**config.mk**
```make
export PLATFORM = sky130hd
export DESIGN_NAME = mac_relu_stream
export DESIGN_NICKNAME = d
export VERILOG_FILES = /design/src/rtl/mac_relu_pkg.sv /design/src/rtl/mac_relu_stream_relu_sat.sv /design/src/rtl/mac_relu_stream.sv
export SDC_FILE = /design/constraint.sdc
export NUM_CORES = 1
export LEC_CHECK = 0
export ABC_AREA = 1
export BUFFER_PORTS_ARGS = -buffer_cell sky130_fd_sc_hd__buf_2
export CORE_MARGIN = 10
export CORE_UTILIZATION = 40
export DETAILED_ROUTE_END_ITERATION = 16
export PLACE_DENSITY = 0.7
export SETUP_SLACK_MARGIN = 0.05
export SLEW_MARGIN = 20
export SYNTH_ARGS = -nofsm -noshare
export SYNTH_HDL_FRONTEND = slang
export SYNTH_SLANG_ARGS = --single-unit
export TNS_END_PERCENT = 1
```
**constraint.sdc**
```tcl
create_clock -name clk -period 2.15 [get_ports clk]
set_input_delay 0.43 -clock clk [delete_from_list [all_inputs] [get_ports clk]]
set_output_delay 0.43 -clock clk [all_outputs]
set_load 0.05 [all_outputs]
```
**src/rtl/mac_relu_pkg.sv**
```systemverilog
// Shared types and helpers for the mac_relu_stream dot-product engine.
// Optional out_sat port is enabled by MAC_RELU_STREAM_SAT_FLAG_EN.
package mac_relu_pkg;

  localparam int MAX_OUT_W = 32;

  typedef struct packed {
    logic [MAX_OUT_W-1:0] data;
    logic                 sat;
  } act_res_t;

  function automatic int min_acc_w(
    input int data_w,
    input int vec_len
  );
    return 2 * data_w + $clog2(vec_len);
  endfunction

endpackage

```
**src/rtl/mac_relu_stream_relu_sat.sv**
```systemverilog
// Combinational activation: ReLU, right shift, unsigned clamp to OUT_W.
// Reports whether the clamp was active for the current value.
module relu_sat
  import mac_relu_pkg::*;
#(
  parameter int ACC_W = 24,
  parameter int SHIFT = 0,
  parameter int OUT_W = 8
) (
  input  logic [ACC_W-1:0] sum,
  output act_res_t         res
);

  logic [ACC_W-1:0] pos;
  logic [ACC_W-1:0] shifted;
  logic [OUT_W-1:0] data;
  logic             sat;

  assign pos     = sum[ACC_W-1] ? '0 : sum;
  assign shifted = pos >> SHIFT;

  generate
    if (OUT_W < ACC_W) begin : g_clamp
      assign sat  = |shifted[ACC_W-1:OUT_W];
      assign data = sat ? '1 : shifted[OUT_W-1:0];
    end else begin : g_wide
      assign sat  = 1'b0;
      assign data = OUT_W'(shifted);
    end
  endgenerate

  assign res.data = MAX_OUT_W'(data);
  assign res.sat  = sat;

endmodule

```
**src/rtl/mac_relu_stream.sv**
```systemverilog
// Streaming signed dot product with ReLU/shift/saturate output stage.
// Define MAC_RELU_STREAM_SAT_FLAG_EN to expose the out_sat clamp flag.
module mac_relu_stream
  import mac_relu_pkg::*;
#(
  parameter int DATA_W  = 8,
  parameter int ACC_W   = 24,
  parameter int VEC_LEN = 16,
  parameter int SHIFT   = 0,
  parameter int OUT_W   = 8
) (
  input  logic              clk,
  input  logic              rst_n,
  input  logic              clr,
  input  logic              in_valid,
  output logic              in_ready,
  input  logic [DATA_W-1:0] in_data,
  input  logic [DATA_W-1:0] in_weight,
  output logic              out_valid,
  input  logic              out_ready,
  output logic [OUT_W-1:0]  out_data
`ifdef MAC_RELU_STREAM_SAT_FLAG_EN
  ,
  output logic              out_sat
`endif
);

  localparam int CNT_W = (VEC_LEN > 1) ? $clog2(VEC_LEN) : 1;
  localparam logic [CNT_W-1:0] LAST = CNT_W'(VEC_LEN - 1);

  generate
    if (ACC_W < min_acc_w(DATA_W, VEC_LEN)) begin : g_acc_chk
      $error("ACC_W too narrow for DATA_W and VEC_LEN");
    end
    if (VEC_LEN < 1 || OUT_W > MAX_OUT_W) begin : g_par_chk
      $error("bad VEC_LEN or OUT_W");
    end
    if (SHIFT < 0 || SHIFT >= ACC_W) begin : g_sh_chk
      $error("SHIFT out of range");
    end
  endgenerate

  logic                       stall;
  logic                       fire;
  logic                       s2_go;
  logic                       s1_valid;
  logic                       s1_last;
  logic signed [2*DATA_W-1:0] prod;
  logic signed [2*DATA_W-1:0] s1_p;
  logic [CNT_W-1:0]           cnt;
  logic [ACC_W-1:0]           acc;
  logic [ACC_W-1:0]           sum;
  act_res_t                   res;
  logic                       unused_res;

  assign stall    = out_valid && !out_ready;
  assign in_ready = rst_n && !stall;
  assign fire     = in_valid && in_ready;
  assign s2_go    = s1_valid && !stall;
  assign prod     = $signed(in_data) * $signed(in_weight);
  assign sum      = acc + ACC_W'(s1_p);

  relu_sat #(
    .ACC_W(ACC_W),
    .SHIFT(SHIFT),
    .OUT_W(OUT_W)
  ) u_relu_sat (
    .sum(sum),
    .res(res)
  );

  assign unused_res = ^res;

  always_ff @(posedge clk or negedge rst_n) begin
    if (!rst_n) begin
      cnt      <= '0;
      s1_valid <= 1'b0;
      s1_last  <= 1'b0;
      s1_p     <= '0;
    end else if (clr) begin
      cnt      <= '0;
      s1_valid <= 1'b0;
    end else if (!stall) begin
      s1_valid <= fire;
      if (fire) begin
        s1_p    <= prod;
        s1_last <= (cnt == LAST);
        cnt     <= (cnt == LAST) ? '0 : cnt + 1'b1;
      end
    end
  end

  // Not stalled means any held result is being taken this edge.
  always_ff @(posedge clk or negedge rst_n) begin
    if (!rst_n) begin
      acc       <= '0;
      out_valid <= 1'b0;
      out_data  <= '0;
    end else if (clr) begin
      acc       <= '0;
      out_valid <= 1'b0;
      out_data  <= '0;
    end else if (!stall) begin
      out_valid <= 1'b0;
      if (s2_go) begin
        if (s1_last) begin
          acc       <= '0;
          out_valid <= 1'b1;
          out_data  <= res.data[OUT_W-1:0];
        end else begin
          acc <= sum;
        end
      end
    end
  end

`ifdef MAC_RELU_STREAM_SAT_FLAG_EN
  always_ff @(posedge clk or negedge rst_n) begin
    if (!rst_n) begin
      out_sat <= 1'b0;
    end else if (clr) begin
      out_sat <= 1'b0;
    end else if (s2_go && s1_last) begin
      out_sat <= res.sat;
    end
  end
`endif

endmodule

```
==> After elaboration in Yosys (flattened, before gate mapping) <==
Index checks and enable logic that the tools add are counted.
{ "totals": {"reg_bits": 55, "word_cells": 48, "output_inout_bits": 10, "inputBits": 21} }
{ "op_classes": {"n_bitwise": 2, "multipliers": 1, "n_reduce_logical": 14, "n_eq_ne": 2, "n_mux": 20, "n_addsub": 2} }
{ "op_table": {"columns": ["operator", "count"], "rows": [
  ["$mux 24", 4],
  ["$mux 8", 5],
  ["$add 24x24->24", 1],
  ["$mux 23", 1],
  ["$mul 8x8->16", 1],
  ["$mux 4", 4],
  ["$reduce_or 16->1", 1],
  ["$mux 1", 6],
  ["$reduce_and 3->1", 2],
  ["$reduce_bool 2->1", 3],
  ["$add 4x1->4 const B", 1],
  ["$eq 4x4->1 const B", 1],
  ["$logic_and 1x1->1", 4],
  ["$reduce_and 2->1", 2],
  ["$logic_not 1->1", 2],
  ["$ne 2x2->1 const B", 1],
  ["$not 1->1", 2]
]} }

==> Logic depth before layout (Yosys ltp) <==
{ "logic_depth": {"word_depth": 8, "mapped_depth": 23, "depth_no_buf": 22} }

==> Cells and area by module <==
A second synthesis with hierarchy kept.
{ "hier_totals": {"cells_unflattened": 1028, "hier_area_um2": 7115.6} }
{ "by_module_without_submodules": {"columns": ["module", "cells_per_inst", "n_inst", "seq_area_each_um2", "area_per_inst_um2"], "rows": [
  ["mac_relu_stream", 968, 1, 1376.3, 6745.2],
  ["relu_sat", 60, 1, 0.0, 370.4]
]} }

==> Worst setup path after synthesis <==
Ideal clock, no wire load.
{ "synth_timing": {"path_type": "input to register", "from": "input port in_data[0]", "to": "register s1_p[14]", "slack_ns": -2.391, "path_buffers": 1, "path_stages": 20, "arrival_time_ns": 4.423, "t_required_ns": 2.032, "setup_ns": 0.118, "path_cell_list": "clkbuf_1 or2_2 fa_1 fa_1 inv_1 fa_1 inv_1 fa_1 inv_1 ha_1 a21oi_1 nand2_1 a31oi_1 o21ai_0 nand2_1 nand2_1 a21oi_1 nand2_1 nand3_1 nand2_1"} }
{ "synth_between": {"elab_chain_len": 1} }
{ "synth_rtl": {"columns": ["element", "line_no", "rtl"], "rows": [
  ["start: declaration", "mac_relu_stream.sv:17", "input logic [DATA_W-1:0] in_data,"],
  ["$mul 8x8->16", "mac_relu_stream.sv:60", "assign prod = $signed(in_data) * $signed(in_weight);"],
  ["end signal: assignment", "mac_relu_stream.sv:86", "s1_p <= prod;"],
  ["end: declaration", "mac_relu_stream.sv:49", "logic signed [2*DATA_W-1:0] s1_p;"]
]} }
Every way passes these cells.
A chain may end at the register's enable or synchronous reset.

==> Final worst setup path <==
{ "layout_timing": {"from": "input port in_weight[2]", "to": "register s1_p[14]"} }
{ "layout_between": {"elab_chain_len": 1} }
{ "layout_rtl": {"columns": ["element", "line_no", "rtl"], "rows": [
  ["start: declaration", "mac_relu_stream.sv:18", "input logic [DATA_W-1:0] in_weight,"],
  ["$mul 8x8->16", "mac_relu_stream.sv:60", null]
]} }
Every way passes these cells.

==> flow_metrics.env <==
export IMPL_max_clock_path_buffers=2
export IMPL_min_period_ns=3.88
export IMPL_clock_latency_ns=0.30
export IMPL_worstSetupStartpoint="in_weight[2]"
export IMPL_powerDensity_nw_per_um2=1030
export IMPL_cts_tree="built"
export IMPL_clk_pin_slew_ns=0.08
export IMPL_fillers=1459
export IMPL_ctsHtreeMaxLevel=2
export IMPL_clockRootBuffer="clkbuf_16"
export IMPL_violations="setup timing"
export IMPL_synth_cells=860
export IMPL_grt_overflow=0
export IMPL_setup_viol=22
export IMPL_clock_skew_ns=0.00550
export IMPL_clock_fmax_mhz=258
export IMPL_dieWidth_um=145
export IMPL_grt_antenna_before_repair=0
export IMPL_syn_area_sq_um=6280
export IMPL_dieArea_sq_um=21100
export IMPL_cp_start_kind="input port"
export IMPL_drive_gt1_frac=0.250
export IMPL_hold_class="input port to asynchronous set/reset pin"
export IMPL_postLayoutSetupSlackWorst_ns=-1.73
export IMPL_path_cells="buf_6 -> nand2_4 -> inv_2 -> fa_1 -> inv_2 -> fa_1 -> inv_1 -> fa_1 -> inv_1 -> fa_1 -> inv_2 -> ha_4 -> a21oi_2 -> nand2_2 -> a31oi_4 -> o21ai_2 -> nand2_1 -> nand2_1 -> a21oi_2 -> inv_1 -> nand2_1 -> nand3_1 -> nand2_1"
export IMPL_viasPerCell=4.87
export IMPL_cts_buffers=5
export IMPL_nets=1117
export IMPL_area_growth_pct=29.3
export IMPL_io_buffer_count=30
export IMPL_clock_sinks=55
export IMPL_grt_max_degree=56
export IMPL_ios=31
export IMPL_initial_core_util=0.410
export IMPL_antenna_cells=0
export IMPL_first_global_vias=5887
export IMPL_vias=5839
export IMPL_gp_congestion=0.908
export IMPL_yosys_warnings=0
export IMPL_dp_slack_ns=-2.26
export IMPL_place_area_sq_um=7510
export IMPL_track_usage=0.150
export IMPL_cp_max_fo=7
export IMPL_layout_cells_non_filler=1199
export IMPL_synth_net_count=990
export IMPL_multi_input_area_sq_um=4590
export IMPL_seq_area_sq_um=1380
export IMPL_ir_drop_uv=888
export IMPL_drc=0
export IMPL_finalHoldViolations=0
export IMPL_p_leak_nw=4.40
export IMPL_hpwlAfterDp_um=12700
export IMPL_routed_wl_um=15900
export IMPL_cp_slowest_cell="fa_1"
export IMPL_ys_seq_elements=55
export IMPL_yosysSeqAreaShare=0.219
export IMPL_slowest_delay_ns=0.58
export IMPL_crit_path_end_kind="flop"
export IMPL_tightest_slew_ns=0.700
export IMPL_r2r_start="acc[0]"
export IMPL_required_ns=2.40
export IMPL_place_inst=1190
export IMPL_slew_viol_final=0
export IMPL_final_period_utilization=1.80
export IMPL_die_y_um=145
export IMPL_arrival_ns=4.13
export IMPL_rsz0062_at_grt="true"
export IMPL_slew_headroom=0.533
export IMPL_grt_pass1_wl_um=27100
export IMPL_cts_hold_fix_buffers=0
export IMPL_first_pass_iters=5
export IMPL_fp_coreArea_sq_um=15300
export IMPL_syn_area_per_cell_sq_um=7.30
export IMPL_drt_iter0_drc=441
export IMPL_fp_row_count=45
export IMPL_drv_cap=0
export IMPL_status="finished with violations"
export IMPL_wl_per_cell_um=13.3
export IMPL_fin_area_sq_um=8120
export IMPL_postRouteAntennaNets=0
export IMPL_crit_type="input port to flop"
export IMPL_yosysUniqueCellTypes=33
==> kinds of logic (layout without fill, tap and decap cells) <==
family,count (synthesis),count (layout),synth area share
flip-flops,55,55,0.219
AND/OR/NAND/NOR,388,388,0.267
buffers and inverters,202,330,0.121
AO/OA/AOI/OAI,81,81,0.0738
adder cells (fa/ha/maj),109,109,0.284
XOR/XNOR,25,25,0.0349
==> synthesized netlist by cell type, drive strengths merged <==
cell type / n / area share
o21a: 1 / 0.0012
nor2: 40 / 0.030
nand2: 260 / 0.16
o21ai: 35 / 0.028
clkbuf: 25 / 0.015
and2: 1 / 0.0010
fa: 56 / 0.18
xnor2: 19 / 0.027
xor2: 6 / 0.0084
o31ai: 1 / 0.0012
nand3b: 6 / 0.0078
nand4: 15 / 0.015
nand3: 56 / 0.046
or2: 3 / 0.0030
inv: 177 / 0.11
a21oi: 32 / 0.027
o21bai: 4 / 0.0054
a31o: 4 / 0.0056
a31oi: 1 / 0.0010
nor3: 7 / 0.0064
ha: 53 / 0.11
dfrtp: 55 / 0.22
a32o: 3 / 0.0048
==> power by group <==
part / internal [mW] / switching [mW] / leakage [nW]
logic: 2.98 / 3.05 / 3.59
registers: 1.21 / 0.213 / 0.737
clock network: 0.450 / 0.434 / 0.0772
total: 4.63 / 3.69 / 4.40
==> flip-flops by register name, indices dropped and copies added, names as in the netlist <==
| register | cells |
|---|---|
| s1_valid | 1 |
| s1_p | 16 |
| s1_last | 1 |
| cnt | 4 |
| acc | 24 |
| out_valid | 1 |
| out_data | 8 |
==> final cells by class <==
class                      count  area share
multi-input combinational    603       0.566
clock inverter                 3     0.00416
timing repair buffer         145       0.130
sequential                    55       0.170
clock buffer                   5      0.0154
tap                          211      0.0325
inverter                     177      0.0819
==> what timing repair did <==
action / CTS / global route
setup endpoints to repair: 27 / 29
setup buffers: 1 / 0
resized for setup: 51 / 25
pin swaps: 16 / 10
==> worst max-delay path, delay by kind of cell <==
family / cells / cell delay [ns]
AOI/OAI and AO/OA: 4 / 0.54
buffers and inverters: 7 / 0.40
and+or+nand+nor: 7 / 0.46
adders and majority gates: 5 / 2.29
==> through the flow <==
stage	total power [mW]	TNS [ns]	hold WS [ns]	util
2_1_floorplan	4.57	-21.30	0.134	-
3_3_place_gp	6.58	-23.86	0.463	0.491
3_5_place_dp	6.67	-24.83	0.464	0.491
4_1_cts	8.08	-17.85	0.306	0.520
5_1_grt	9.18	-22.60	0.334	0.530
6_report	8.33	-18.16	0.252	0.530
==> final timing paths <==
check | endpoint | slack [ns] | cells past startpoint
worst max-delay path | s1_p[14] | -1.73 | 23
worst min-delay path | acc[21] | 0.25 | 2
worst max register to register | out_data[4] | -0.22 | 13
worst min register to register | out_data[7] | 0.48 | 2
max in group asynchronous | s1_p[15] | 1.37 | 2
min in group clk | s1_valid | 0.39 | 2
==> metal layers <==
layer / up-vias / part of all wire / track usage
met5: - / 0 / 0
met4: 0 / 0.016 / 0.0374
met3: 20 / 0.034 / 0.0180
met2: 104 / 0.49 / 0.256
met1: 2813 / 0.46 / 0.196
li1: 2902 / - / -
==> layout by cell type (no fill, tap or decap), types with 5 or more instances in the layout <==
master	netlist	layout
dfrtp_1	55	54
inv_1	176	169
nand4_1	15	15
fa_1	56	52
clkbuf_16	0	5
a21oi_1	30	24
xnor2_1	19	16
nand2_1	255	245
a21oi_2	2	8
ha_1	53	26
inv_2	1	8
nand3b_1	5	5
ha_4	0	23
xor2_1	6	6
nand3_1	54	53
buf_4	0	120
o21ai_0	35	33
nand2_2	5	14
nor2_2	4	7
buf_2	0	18
nor2_1	32	29
No activity file was read; power rests on OpenSTA's default activity.
